### src/rtl/edge_capture.sv
// Captures filtered edges of an asynchronous input and queues {direction, timestamp} events.
// Latency: edge to level change is SYNC_STAGES+FILTER_CYCLES-1 clocks; the event appears in that same cycle (FWFT).
// Backpressure: holds up to FIFO_DEPTH events; an event arriving while full without a pop is dropped and flagged.
module edge_capture #(
    parameter int SYNC_STAGES   = 2,
    parameter int FILTER_CYCLES = 4,
    parameter int TS_WIDTH      = 16,
    parameter int FIFO_DEPTH    = 4
) (
    input  logic                clk,
    input  logic                n_reset,
    input  logic                async_in,
    input  logic                enable,
    output logic                level,
    output logic                event_valid,
    input  logic                event_ready,
    output logic                event_rise,
    output logic [TS_WIDTH-1:0] event_time,
    output logic                overflow,
    input  logic                clear_overflow
);
    localparam int CW = $clog2(FILTER_CYCLES + 1);
    localparam int AW = $clog2(FIFO_DEPTH);
    localparam logic [CW-1:0] CNT_LAST = CW'(FILTER_CYCLES - 1);

    typedef enum logic [1:0] {
        S_LOW  = 2'd0,
        P_HIGH = 2'd1,
        S_HIGH = 2'd2,
        P_LOW  = 2'd3
    } state_t;

    typedef struct packed {
        logic                rise;
        logic [TS_WIDTH-1:0] ts;
    } evt_t;

    logic [SYNC_STAGES-1:0] sync_q;
    logic                   s;
    logic [TS_WIDTH-1:0]    ts_q, ts_d;
    state_t                 state_q, state_d;
    logic [CW-1:0]          cnt_q, cnt_d;
    logic                   evt_gen, evt_rise;

    evt_t                   mem_q [FIFO_DEPTH];
    logic [AW:0]            wr_ptr_q, wr_ptr_d;
    logic [AW:0]            rd_ptr_q, rd_ptr_d;
    logic                   fifo_empty, fifo_full;
    logic                   push_req, do_push, do_pop;
    logic                   ovf_q, ovf_d;
    evt_t                   head;

    assign s    = sync_q[SYNC_STAGES-1];
    assign ts_d = ts_q + TS_WIDTH'(1);

    always_ff @(posedge clk or negedge n_reset) begin
        if (!n_reset) begin
            sync_q <= '0;
            ts_q   <= '0;
        end else begin
            sync_q <= {sync_q[SYNC_STAGES-2:0], async_in};
            ts_q   <= ts_d;
        end
    end

    // cnt holds the number of consecutive samples seen at the new level, so
    // the change is accepted on the FILTER_CYCLES-th matching sample.
    always_comb begin
        state_d  = state_q;
        cnt_d    = cnt_q;
        evt_gen  = 1'b0;
        evt_rise = 1'b0;
        case (state_q)
            S_LOW: begin
                if (s) begin
                    if (FILTER_CYCLES == 1) begin
                        state_d  = S_HIGH;
                        cnt_d    = '0;
                        evt_gen  = 1'b1;
                        evt_rise = 1'b1;
                    end else begin
                        state_d = P_HIGH;
                        cnt_d   = CW'(1);
                    end
                end
            end
            P_HIGH: begin
                if (!s) begin
                    state_d = S_LOW;
                    cnt_d   = '0;
                end else if (cnt_q == CNT_LAST) begin
                    state_d  = S_HIGH;
                    cnt_d    = '0;
                    evt_gen  = 1'b1;
                    evt_rise = 1'b1;
                end else begin
                    cnt_d = cnt_q + CW'(1);
                end
            end
            S_HIGH: begin
                if (!s) begin
                    if (FILTER_CYCLES == 1) begin
                        state_d = S_LOW;
                        cnt_d   = '0;
                        evt_gen = 1'b1;
                    end else begin
                        state_d = P_LOW;
                        cnt_d   = CW'(1);
                    end
                end
            end
            P_LOW: begin
                if (s) begin
                    state_d = S_HIGH;
                    cnt_d   = '0;
                end else if (cnt_q == CNT_LAST) begin
                    state_d = S_LOW;
                    cnt_d   = '0;
                    evt_gen = 1'b1;
                end else begin
                    cnt_d = cnt_q + CW'(1);
                end
            end
            default: begin
                state_d = S_LOW;
                cnt_d   = '0;
            end
        endcase
    end

    always_ff @(posedge clk or negedge n_reset) begin
        if (!n_reset) begin
            state_q <= S_LOW;
            cnt_q   <= '0;
        end else begin
            state_q <= state_d;
            cnt_q   <= cnt_d;
        end
    end

    assign level = (state_q == S_HIGH) || (state_q == P_LOW);

    assign fifo_empty = (wr_ptr_q == rd_ptr_q);
    assign fifo_full  = (wr_ptr_q[AW] != rd_ptr_q[AW]) &&
                        (wr_ptr_q[AW-1:0] == rd_ptr_q[AW-1:0]);
    assign do_pop     = !fifo_empty && event_ready;
    assign push_req   = evt_gen && enable;
    // A pop in the same cycle frees the slot, so a full FIFO still accepts.
    assign do_push    = push_req && (!fifo_full || do_pop);

    always_comb begin
        wr_ptr_d = wr_ptr_q;
        rd_ptr_d = rd_ptr_q;
        ovf_d    = ovf_q;
        if (do_push) begin
            wr_ptr_d = wr_ptr_q + (AW+1)'(1);
        end
        if (do_pop) begin
            rd_ptr_d = rd_ptr_q + (AW+1)'(1);
        end
        if (push_req && fifo_full && !do_pop) begin
            ovf_d = 1'b1;
        end else if (clear_overflow) begin
            ovf_d = 1'b0;
        end
    end

    always_ff @(posedge clk or negedge n_reset) begin
        if (!n_reset) begin
            wr_ptr_q <= '0;
            rd_ptr_q <= '0;
            ovf_q    <= 1'b0;
        end else begin
            wr_ptr_q <= wr_ptr_d;
            rd_ptr_q <= rd_ptr_d;
            ovf_q    <= ovf_d;
        end
    end

    // Storage needs no reset: reads are masked while the FIFO is empty.
    always_ff @(posedge clk) begin
        if (do_push) begin
            mem_q[wr_ptr_q[AW-1:0]] <= '{rise: evt_rise, ts: ts_d};
        end
    end

    assign head        = mem_q[rd_ptr_q[AW-1:0]];
    assign event_valid = !fifo_empty;
    assign event_rise  = fifo_empty ? 1'b0 : head.rise;
    assign event_time  = fifo_empty ? '0 : head.ts;
    assign overflow    = ovf_q;

endmodule

### config.mk
export PLATFORM = sky130hd
export DESIGN_NAME = edge_capture
export DESIGN_NICKNAME = d
export VERILOG_FILES = /design/src/rtl/edge_capture.sv
export SDC_FILE = /design/constraint.sdc
export NUM_CORES = 1
export LEC_CHECK = 0
export CORE_ASPECT_RATIO = 0.7
export CORE_MARGIN = 2
export CORE_UTILIZATION = 52
export CTS_CLUSTER_DIAMETER = 100
export CTS_CLUSTER_SIZE = 8
export DETAILED_ROUTE_END_ITERATION = 8
export PLACE_DENSITY = 0.85
export RECOVER_POWER = 100
export SYNTH_ARGS = -nofsm -noshare
export SYNTH_HDL_FRONTEND = slang
export SYNTH_SLANG_ARGS = --single-unit
### constraint.sdc
create_clock -name clk -period 1.95 [get_ports clk]
set_input_delay 0.195 -clock clk [delete_from_list [all_inputs] [get_ports clk]]
set_output_delay 0.195 -clock clk [all_outputs]
set_load 0.01 [all_outputs]
Yosys cells after proc, flatten, opt, wreduce, memory -nomap -nowiden
Memories as Yosys holds them, arrays and structs flattened.
Cells that the tools add are included.
{"block": "totals", "reg_bits": 30, "latchBits": 0, "mem_bits_rw": 68, "romBits": 0, "input_bits": 6, "out_inout_bits": 20, "elab_cells": 62, "memories": 1}
{"name": "mem_q", "words": 4, "width": 17, "rd": 1, "rd_clocked_by_memory_dff": 0, "write_ports": 1, "line_no": "45", "text": "evt_t mem_q [FIFO_DEPTH];"}
{"block": "classes", "addsub": 4, "multipliers": 0, "div": 0, "n_lt_le_gt_ge": 0, "n_eq_ne": 11, "shifts": 0, "muxes": 24, "bitwise": 0, "reduce_logical": 15}
{"cell": "adder 16 x 1 -> 16 bit, second input constant", "count": 1}
{"cell": "2-to-1 mux 16 bit", "count": 1}
{"cell": "2-to-1 mux 3 bit", "count": 5}
{"cell": "2-to-1 mux 2 bit", "count": 6}
{"cell": "one-hot mux 3 bit (4 select lines)", "count": 1}
{"cell": "adder 3 x 1 -> 3 bit, second input constant", "count": 3}
{"cell": "2-to-1 mux 1 bit", "count": 9}
{"cell": "one-hot mux 2 bit (4 select lines)", "count": 1}
{"cell": "logical AND 1 bit", "count": 6}
{"cell": "!= test 3 bit, second input constant", "count": 2}
{"cell": "== test 2 bit, second input constant", "count": 2}
{"cell": "!= test 2 bit, second input constant", "count": 2}
{"cell": "AND reduction 4 bit", "count": 1}
{"cell": "== test 3 x 2 -> 1 bit, second input constant", "count": 1}
{"cell": "== test 3 bit", "count": 1}
{"cell": "zero test 1 bit", "count": 3}
{"cell": "== test 2 x 1 -> 1 bit, second input constant", "count": 1}
{"cell": "== test 2 bit", "count": 1}
{"cell": "zero test 2 bit", "count": 1}
{"cell": "logical OR 1 bit", "count": 2}
{"cell": "one-hot mux 1 bit (2 select lines)", "count": 1}
{"cell": "AND reduction 2 bit", "count": 1}
{"cell": "nonzero test 2 bit", "count": 1}
{"cell": "!= test 1 bit", "count": 1}

Depth between registers and ports, before layout
Gate-level depths: netlist of run 1.
{"block": "depth", "depth_word": 8, "mapped_depth": 6, "mapped_depth_nobuf": 5}

Worst setup path after synthesis of run 1
No wires, ideal clock.
{"block": "synth_timing", "path_type": "register to register", "start": "reg cnt_q[0]", "end": "mem mem_q[0][0] (netlist name), enable pin", "setup_time_ps": 375, "t_arrival_ps": 1511, "t_required_ps": 1575, "setup_slack_ps": 65, "stages_incl_launch_ff": 6, "path_buffers": 0, "period_less_slack_ps": 1885, "path_cell_list": "dfrtp_1 -> ha_1 -> and3b_1 -> nand3_4 -> nor2_4 -> and2_1"}
{"block": "synth_between", "elab_chain_cells": 8, "word_cells_on_any_way": 9, "cone_classes": "1 x eq/ne; 6 x mux; 2 x reduce/logical"}
{"item": "from (decl)", "line_no": "42", "text": "logic [CW-1:0] cnt_q, cnt_d;"}
{"item": "from (signal assigned)", "line_no": "137", "text": "cnt_q <= cnt_d;"}
{"item": "== test 3 x 2 -> 1 bit *", "line_no": "91, 116"}
{"item": "2-to-1 mux 1 bit *", "line_no": "91, 116"}
{"item": "2-to-1 mux 1 bit (on tied branches)", "line_no": "113, 88"}
{"item": "one-hot mux 1 bit (2 select lines) *", "line_no": "73", "text": "case (state_q)"}
{"item": "logical AND 1 bit *", "line_no": "147", "text": "assign push_req = evt_gen && enable;"}
{"item": "logical AND 1 bit *", "line_no": "149", "text": "assign do_push = push_req && (!fifo_full || do_pop);"}
{"item": "2-to-1 mux 1 bit *", "line_no": "182", "text": "if (do_push) begin"}
{"item": "2-to-1 mux 1 bit (not written as such) *", "line_no": "183", "text": "mem_q[wr_ptr_q[AW-1:0]] <= '{rise: evt_rise, ts: ts_d};"}
{"item": "to (decl)", "line_no": "45"}
Every way passes the cells marked *; elsewhere a longest branch is shown, timed or not.

Final worst setup path of run 1
{"block": "layout_timing", "start": "reg rd_ptr_q[0]", "end": "out event_time[14]"}
{"block": "layout_between", "elab_chain_cells": 2, "word_cells_on_any_way": 3, "cone_classes": "1 x eq/ne; 1 x mux; 1 x memory"}
{"item": "from (decl)", "line_no": "47", "text": "logic [AW:0] rd_ptr_q, rd_ptr_d;"}
{"item": "from (signal assigned)", "line_no": "175", "text": "rd_ptr_q <= rd_ptr_d;"}
{"item": "memory read (4 x 17 bit) or == test 3 bit (tied branches)"}
{"item": "2-to-1 mux 16 bit *", "line_no": "190", "text": "assign event_time = fifo_empty ? '0 : head.ts;"}
{"item": "to (decl)", "line_no": "18", "text": "output logic [TS_WIDTH-1:0] event_time,"}
Marks and branches as above.

==> run_results.csv, run 1 <==
group,metric,value,unit
clocking,cts_max_path_buffers,2,
routing,first_iter_violations,128,
floorplan,placementRows,26,
sta,final_max_slew_viol_count,0,
pwr,power_frac_seq,0.374,
floorplan,core,7350,um^2
routing,dr_wl_met3,365,um
pwr,clkPwrFrac,0.195,
sta,final_hold_viol_count,0,
floorplan,die_w,109,um
critical_path,max_stage_delay,490,ps
clocking,hold_buffers,0,
status,status,"complete, but fails checks",
routing,firstDrtPassIters,4,
critical_path,crit_chain,"buf_6, buf_12, buf_16, mux4_2, nor2b_1, buf_2",
critical_path,cp_slowest_cell,"mux4_2",
finish,final_common_cell,"edfxtp_1",
pwr,power_switching,1.93,mW
pwr,p_int,4.55,mW
floorplan,die_h,77.2,um
finish,area_growth,21.4,%
clocking,htree_num_levels,3,
floorplan,initial_utilization,0.541,
clocking,clk_latency,360,ps
finish,drive_above_1_share,0.317,
yosys,syn_inst,222,
placement,gp_congestion,0.749,
critical_path,worstSetupStartpointType,"flip-flop",
sta,finalCriticalPeriod,2050,ps
clocking,clk_pin_slew,90,ps
finish,layout_common_cells,"68 x edfxtp_1, 29 x dfrtp_1, 17 x mux4_2",
pwr,leakage,1.89,nW
finish,nFillCells,518,
routing,drc,0,
sta,timing.fmax,0.489,GHz
critical_path,path_max_fanout,5,
sta,fin_worst_skew,8.39,ps
global_routing,grt-ovfl-total,0,
run,drv_cap,0,
global_routing,grtUsageTotal,0.192,
routing,wirelength,7.29,mm
pwr,power_density,1340,nW/um^2
routing,wire_per_inst,19.4,um
yosys,syn_avg_cell_area,17.9,um^2
pwr,peakVddDrop,0.805,mV
routing,via_per_inst,5.33,
sta,finalSetupViolCount,65,
critical_path,critPathArrivalTime,1850,ps
worst_hold_path,hp-class,"reg -> reg",
global_routing,grt_pass1_wl,11.5,mm
placement,place_area,4470,um^2
routing,num_vias,2004,
pwr,p_comb_frac,0.432,
finish,antenna_cells,0,
critical_path,crit_buf_inv,4,
pwr,p_sw_frac,0.298,
critical_path,worst_ep_required_time,1750,ps
yosys,yosysSeqAreaShare,0.702,
routing,met1_length,3.38,mm
yosys,synth_nets,235,
yosys,yosysWarnings,0,
sta,worst_pin_slew,793,ps
floorplan,ios,26,
critical_path,end_kind,"output pin",
clocking,cts_tree,"built",
sta,setup_ws,-96.7,ps
routing,ant_nets,0,
critical_path,crit_type,"reg -> out",
placement,post-dp-hpwl,4.32,mm
finish,final_cells,376,
placement,numPortBuffers,25,
sta,slew_headroom,0.471,
global_routing,antenna_found_initial,0,
clocking,cts_buffers,9,
floorplan,die_area,8370,um^2
clocking,cts-root-buf,"clkbuf_8",
sta,rsz0062_at_grt,"true",
status,failed_checks,"setup timing",
finish,postLayoutCellArea,4830,um^2
routing,wl_met2,3.48,mm
placement,dp.cells,351,
yosys,ys_ff_latch,98,
global_routing,grt_pass1_vias,2131,
critical_path,cpLargestDelayFamily,"buffers and inverters",
clocking,clock-sinks,98,
routing,dr.max_layer_used,"met4",
sta,period_share,1.05,
critical_path,reg2reg_setup_slack,-60,ps
yosys,synth_cell_types,35,
global_routing,grt_max_degree,31,
finish,nNetsFinal,286,
yosys,syn_area,3980,um^2
==> state kept, by name (all words and copies together), names as in the netlist, named ones only <==
signal / flops
sync_q: 2
cnt_q: 3
mem_q: 68
overflow: 1
ts_q: 16
rd_ptr_q: 3
state_q: 1
wr_ptr_q: 3
==> repair_timing <==
action	in CTS	in global routing
cloned	3	0
pin swaps	0	0
resized for setup	95	12
setup endpoints to repair	18	77
buffers inserted	7	1
==> logic make-up after synthesis <==
group           after synthesis  share of synthesized area
simple gates                 56                     0.0925
buf+inv                      13                     0.0179
fa+ha+maj                     7                     0.0220
xor+xnor                     23                     0.0526
mux                          20                      0.105
compound gates                5                    0.00787
flops                        98                      0.702
==> layout make-up <==
cell class                      instances  area, um^2  share of cell area
Sequential cell                        98        2790               0.579
Clock inverter                          4        51.3              0.0106
Inverter                                6        22.5             0.00467
Multi-Input combinational cell        111        1170               0.242
Timing Repair Buffer                   47         532               0.110
Clock buffer                           12         135              0.0280
Tap cell                               98         123              0.0254
==> power by group through the flow <==
stage	combinational [mW]	clock (mW)	sequential, mW
floorplan	1.31	0	2.45
global placement	2.23	0	2.46
detailed placement	2.27	0	2.47
CTS	2.80	1.28	2.42
global route	3.00	1.37	2.44
finish	2.80	1.26	2.42
==> metrics by stage <==
| stage | utilization | worst slack, ps | total power, mW | hold WS [ps] | TNS (ps) |
|---|---|---|---|---|---|
| 2_1_floorplan | - | 64.6 | 3.76 | -101 | 0 |
| 3_3_place_gp | 0.608 | 0.664 | 4.69 | 333 | 0 |
| 3_5_place_dp | 0.608 | -20.0 | 4.74 | 341 | -83.9 |
| 4_1_cts | 0.659 | -135 | 6.51 | 219 | -1410 |
| 5_1_grt | 0.657 | -177 | 6.81 | 372 | -10270 |
| 6_report | 0.657 | -96.7 | 6.48 | 357 | -3000 |
==> cell usage after synthesis, drive strengths merged <==
library cell	instances	area, um^2
edfxtp	68	2040
dfrtp	30	751
nor2b	18	113
mux4	17	383
xnor2	14	123
xor2	9	86.3
nor2	8	37.5
ha	7	87.6
nand2	7	26.3
inv	6	22.5
nand3	6	42.5
buf	5	36.3
and2	3	18.8
and3b	3	27.5
mux2	3	33.8
nand4	3	18.8
and3	2	12.5
nor3b	2	26.3
o21a	2	15.0
o21ai	2	10.0
and4	1	8.76
and4b	1	13.8
clkbuf	1	3.75
dlygate4sd1	1	8.76
nand2b	1	13.8
nand4b	1	8.76
o22ai	1	6.26
==> metal layers <==
metal,vias to the layer above,GRT usage
met5,-,0
met1,1022,0.275
met3,7,0.0629
met2,50,0.283
li1,925,-
met4,0,0.0590
==> final timing paths <==
check | from | to | depth (start not counted)
min reg2reg | sync_q[0] | sync_q[1] | 0
min | sync_q[0] | sync_q[1] | 0
max in group asynchronous | n_reset | rd_ptr_q[0] | 2
max reg2reg | cnt_q[0] | mem_q[2][6] | 6
max | rd_ptr_q[0] | event_time[14] | 6
min in group asynchronous | n_reset | ts_q[1] | 2
Power figures use the tool's default switching activity.
==> run 2, diff against run 1 <==
==> constraint.sdc (replaced) <==
create_clock -name clk -period 1.95 [get_ports clk]
set_input_delay 0.195 -clock clk [delete_from_list [all_inputs] [get_ports clk]]
set_output_delay 0.195 -clock clk [all_outputs]
set_load 0.05 [all_outputs]
==> run_results.csv, run 2 (synthesized netlist as in run 1, its figures left out) <==
group,metric,value,unit
status,status,"complete, but fails checks",
status,failed_checks,"setup timing",
clocking,cts_tree,"built",
floorplan,die_w,109,um
routing,ant_nets,0,
critical_path,crit_type,"reg -> out",
sta,finalSetupViolCount,18,
finish,drive_above_1_share,0.350,
pwr,power_density,1570,nW/um^2
critical_path,cp_num_cells,5,
critical_path,cpLargestDelayFamily,"multiplexers",
global_routing,grt-ovfl-total,0,
placement,place_area,4400,um^2
sta,timing.fmax,0.490,GHz
critical_path,crit_chain,"buf_12, buf_16, mux4_2, nor2b_4, buf_6",
finish,largest_reg_flops,68,
pwr,p_int,4.85,mW
pwr,power_switching,2.93,mW
routing,wire_per_inst,19.4,um
finish,nNetsFinal,282,
sta,slew_headroom,0.462,
pwr,leakage,1.92,nW
pwr,clkPwrFrac,0.166,
critical_path,r2r_end,"mem_q[2][4]",
finish,antenna_cells,0,
clocking,clk_latency,350,ps
clocking,clock-sinks,98,
sta,period_share,1.05,
global_routing,grt_max_degree,31,
critical_path,max_stage_delay,500,ps
worst_hold_path,worstHoldStart,"sync_q[0]",
clocking,htree_num_levels,3,
placement,gp_congestion,0.765,
pwr,p_comb_frac,0.518,
routing,wirelength,7.23,mm
floorplan,die_area,8370,um^2
sta,final_hold_viol_count,0,
global_routing,antenna_found_initial,0,
sta,final_max_slew_viol_count,0,
floorplan,core,7350,um^2
floorplan,initial_utilization,0.541,
routing,drc,0,
sta,rsz0062_at_grt,"true",
floorplan,die_h,77.2,um
routing,firstDrtPassIters,4,
worst_hold_path,hp-class,"reg -> reg",
finish,area_growth,24.3,%
clocking,cts_max_path_buffers,2,
critical_path,worst_ep_required_time,1750,ps
placement,numPortBuffers,25,
pwr,peakVddDrop,1.08,mV
critical_path,path_max_fanout,5,
sta,worst_pin_slew,807,ps
critical_path,reg2reg_setup_slack,130,ps
critical_path,cp_slowest_cell,"mux4_2",
worst_hold_path,min_to,"sync_q[1]",
finish,layout_common_cells,"68 x edfxtp_1, 29 x dfrtp_1, 19 x buf_6",
critical_path,r2r.worst_path.cells,6,
worst_hold_path,min_path_cells,0,
critical_path,crit_buf_inv,3,
critical_path,worstSetupStartpointType,"flip-flop",
global_routing,grt_pass1_wl,11.5,mm
clocking,cts-root-buf,"clkbuf_8",
global_routing,grtUsageTotal,0.188,
critical_path,end_kind,"output pin",
critical_path,r2r_start,"rd_ptr_q[0]",
run,drv_cap,0,
clocking,hold_buffers,0,
routing,num_vias,2017,
pwr,p_sw_frac,0.377,
pwr,finalPower,7.78,mW
clocking,cts_buffers,9,
sta,fin_worst_skew,10.5,ps
routing,first_iter_violations,111,
floorplan,ios,26,
placement,post-dp-hpwl,4.53,mm
critical_path,critPathArrivalTime,1850,ps
sta,setup_ws,-90.1,ps
global_routing,grt_pass1_vias,2113,
finish,final_common_cell,"edfxtp_1",
routing,via_per_inst,5.42,
finish,postLayoutCellArea,4940,um^2
pwr,power_frac_seq,0.316,
floorplan,placementRows,26,
sta,finalCriticalPeriod,2040,ps
clocking,clk_pin_slew,90,ps
[run 2: changes by cell type in the layout (fill, tap and decap cells not counted), sizes merged]
| cell | before | now |
|---|---|---|
| clkdlybuf4s50 | 3 | 5 |
| clkinv | 1 | 4 |
| clkinvlp | 1 | 0 |
| inv | 7 | 6 |
| dlygate4sd3 | 4 | 2 |
| clkdlybuf4s15 | 1 | 0 |
| buf | 38 | 34 |
[run 2: layout make-up]
cell class	count	area, um^2
flip-flops and latches	98	2790
well taps	98	123
clock inverters	5	52.6
clock buffers	11	151
inverters	6	22.5
fillers	490	2410
multi-input cells	111	1230
repair buffers	43	567
[run 2: layer usage]
layer	track usage	share of wire	wire, um
met1	0.284	0.46	3320
met2	0.283	0.47	3420
met3	0.0442	0.061	443
met4	0.0385	0.0047	34
met5	0	0	0
[run 2: through the flow]
| step | util | setup WS (ps) | TNS, ps | cells | hold WS (ps) |
|---|---|---|---|---|---|
| after global routing | 0.672 | -147 | -2270 | 372 | 358 |
| after global placement | 0.599 | 164 | 0 | 349 | 335 |
| after CTS | 0.660 | -120 | -1710 | 371 | 250 |
| after detailed placement | 0.599 | 134 | 0 | 349 | 335 |
| final | 0.672 | -90.1 | -1180 | 372 | 351 |
| after floorplan | - | -114 | -1030 | 222 | -101 |
[run 2: repair_timing]
item / 4_1_cts / 5_1_grt
gates resized for setup: 40 / 24
setup buffers: 3 / 1
endpoints found under the setup margin: 17 / 30
gates cloned: 3 / 0
[run 2: worst max-delay path by stage]
stage	start	to	slack, ps
2_1_floorplan	rd_ptr_q[1]	event_time[10]	-110
6_report	rd_ptr_q[0]	event_time[15]	-90
3_3_place_gp	event_ready	mem_q[1][10]	160
5_1_grt	rd_ptr_q[0]	event_time[15]	-150
3_5_place_dp	ts_q[0]	mem_q[0][14]	130
4_1_cts	rd_ptr_q[0]	event_time[15]	-120
[run 2: power groups by stage]
stage	Combinational (mW)	Clock, mW	Sequential (mW)
after floorplan	2.22	0	2.45
after global placement	2.97	0	2.48
after detailed placement	3.00	0	2.49
after CTS	3.78	1.32	2.46
after global routing	4.23	1.39	2.48
final	4.03	1.29	2.46
==> run 3, diff against run 2 <==
CORE_UTILIZATION = 56   (was 52)
DONT_BUFFER_PORTS = 1   (was unset)
==> run_results.csv, run 3 (synthesized netlist as in run 1, its figures left out) <==
group,metric,value,unit
floorplan,ios,26,
sta,final_max_slew_viol_count,0,
sta,rsz0062_at_grt,"true",
pwr,power_density,1640,nW/um^2
sta,final_hold_viol_count,0,
clocking,clk_pin_slew,90,ps
finish,final_common_cell,"edfxtp_1",
global_routing,grt-ovfl-total,0,
clocking,clk_latency,350,ps
sta,period_share,1.06,
floorplan,placementRows,25,
routing,ant_nets,0,
routing,num_vias,1999,
placement,place_area,4330,um^2
floorplan,die_h,74.5,um
status,status,"complete, but fails checks",
finish,antenna_cells,0,
finish,drive_above_1_share,0.356,
sta,worst_pin_slew,824,ps
critical_path,end_kind,"output pin",
critical_path,critPathArrivalTime,1880,ps
global_routing,grt_max_degree,31,
critical_path,worstSetupStartpointType,"flip-flop",
critical_path,cp_slowest_cell,"mux4_2",
finish,area_growth,24.5,%
floorplan,core,6820,um^2
placement,gp_congestion,0.744,
sta,slew_headroom,0.451,
sta,timing.fmax,0.483,GHz
finish,regArea,2800,um^2
finish,layout_common_cells,"68 x edfxtp_1, 28 x dfrtp_1, 18 x buf_6",
routing,first_iter_violations,132,
global_routing,grt_pass1_wl,11.0,mm
routing,wire_per_inst,20.4,um
finish,largest_reg_flops,68,
sta,finalCriticalPeriod,2070,ps
sta,setup_ws,-122,ps
clocking,htree_num_levels,3,
global_routing,grtUsageTotal,0.197,
critical_path,crit_buf_inv,3,
sta,tns,-1090,ps
placement,numPortBuffers,0,
worst_hold_path,hp-class,"in -> reg",
clocking,clock-sinks,98,
critical_path,worst_ep_required_time,1750,ps
finish,multi_input_area,1240,um^2
pwr,peakVddDrop,1.02,mV
critical_path,reg2reg_setup_slack,110,ps
clocking,cts_tree,"built",
sta,fin_worst_skew,17.2,ps
run,drv_cap,0,
routing,firstDrtPassIters,4,
clocking,cts_max_path_buffers,2,
global_routing,antenna_found_initial,0,
critical_path,path_max_fanout,6,
clocking,cts-root-buf,"clkbuf_8",
floorplan,initial_utilization,0.583,
critical_path,crit_type,"reg -> out",
critical_path,max_stage_delay,540,ps
routing,wirelength,7.43,mm
routing,drc,0,
pwr,finalPower,8.12,mW
critical_path,cpLargestDelayFamily,"multiplexers",
critical_path,crit_chain,"buf_12, buf_16, mux4_2, nor2b_4, buf_8",
sta,finalSetupViolCount,17,
finish,nFillCells,421,
global_routing,grt_pass1_vias,2110,
status,failed_checks,"setup timing",
finish,nNetsFinal,278,
placement,post-dp-hpwl,4.49,mm
pwr,leakage,1.93,nW
floorplan,die_w,105,um
clocking,cts_buffers,9,
floorplan,die_area,7800,um^2
routing,via_per_inst,5.49,
finish,postLayoutCellArea,4950,um^2
run 3: cell types whose count changed in the layout (fill, tap and decap cells not counted), sizes merged:
cell	change
clkdlybuf4s50	-5
bufinv	+3
buf	-2
clkinv	-2
dlygate4sd3	+1
inv	+1
run 3: repair_timing:
action,4_1_cts,5_1_grt
gates resized for setup,31,36
cloned,1,1
endpoints found under the hold margin,32,0
endpoints found under the setup margin,17,18
setup buffers,2,1
pin swaps,0,1
hold buffers,4,0
run 3: metrics by stage:
step / setup WS [ps] / hold WS [ps] / cells / util
floorplan: -114 / -101 / 222 / -
global placement: 225 / -99.8 / 339 / 0.635
detailed placement: 154 / -99.9 / 339 / 0.635
CTS: -99.3 / 1.49 / 362 / 0.703
global route: -175 / 12.9 / 364 / 0.726
finish: -122 / 18.4 / 364 / 0.726
run 3: worst paths after layout:
path                        startpoint       endpoint  depth (start not counted)
max                        rd_ptr_q[0]  event_time[7]                          5
min                        event_ready    rd_ptr_q[0]                          2
max reg2reg                   cnt_q[0]   mem_q[1][15]                          6
min reg2reg                  sync_q[0]      sync_q[1]                          0
max in group asynchronous      n_reset    rd_ptr_q[1]                          2
min in group asynchronous      n_reset       ts_q[15]                          2
run 3: where the power goes:
group          switching [mW]  internal, mW  leakage, nW
logic                    2.17          1.84        0.763
registers               0.151          2.32         1.03
clock network           0.654         0.981        0.134
total                    2.98          5.14         1.93
run 3: worst register-to-register path, cell delays in order (launching register included):
cell     delay (ps)
dfrtp_1         400
ha_1            200
and3b_1         270
nand3_4         130
nor2_4          170
and2_1          200
buf_12          180
run 3: cell type report:
class                           count  share of cell area
Sequential cell                    98               0.565
Multi-Input combinational cell    111               0.251
Timing Repair Buffer               39               0.102
Clock inverter                      7              0.0281
Clock buffer                        9              0.0250
Tap cell                           94              0.0238
Inverter                            6             0.00505
run 3: routing by layer:
layer,up-vias,global-route usage,wire length [um]
met3,11,0.0491,410
li1,914,-,-
met4,0,0.0593,106
met2,58,0.344,3750
met1,1016,0.252,3160
met5,-,0,0
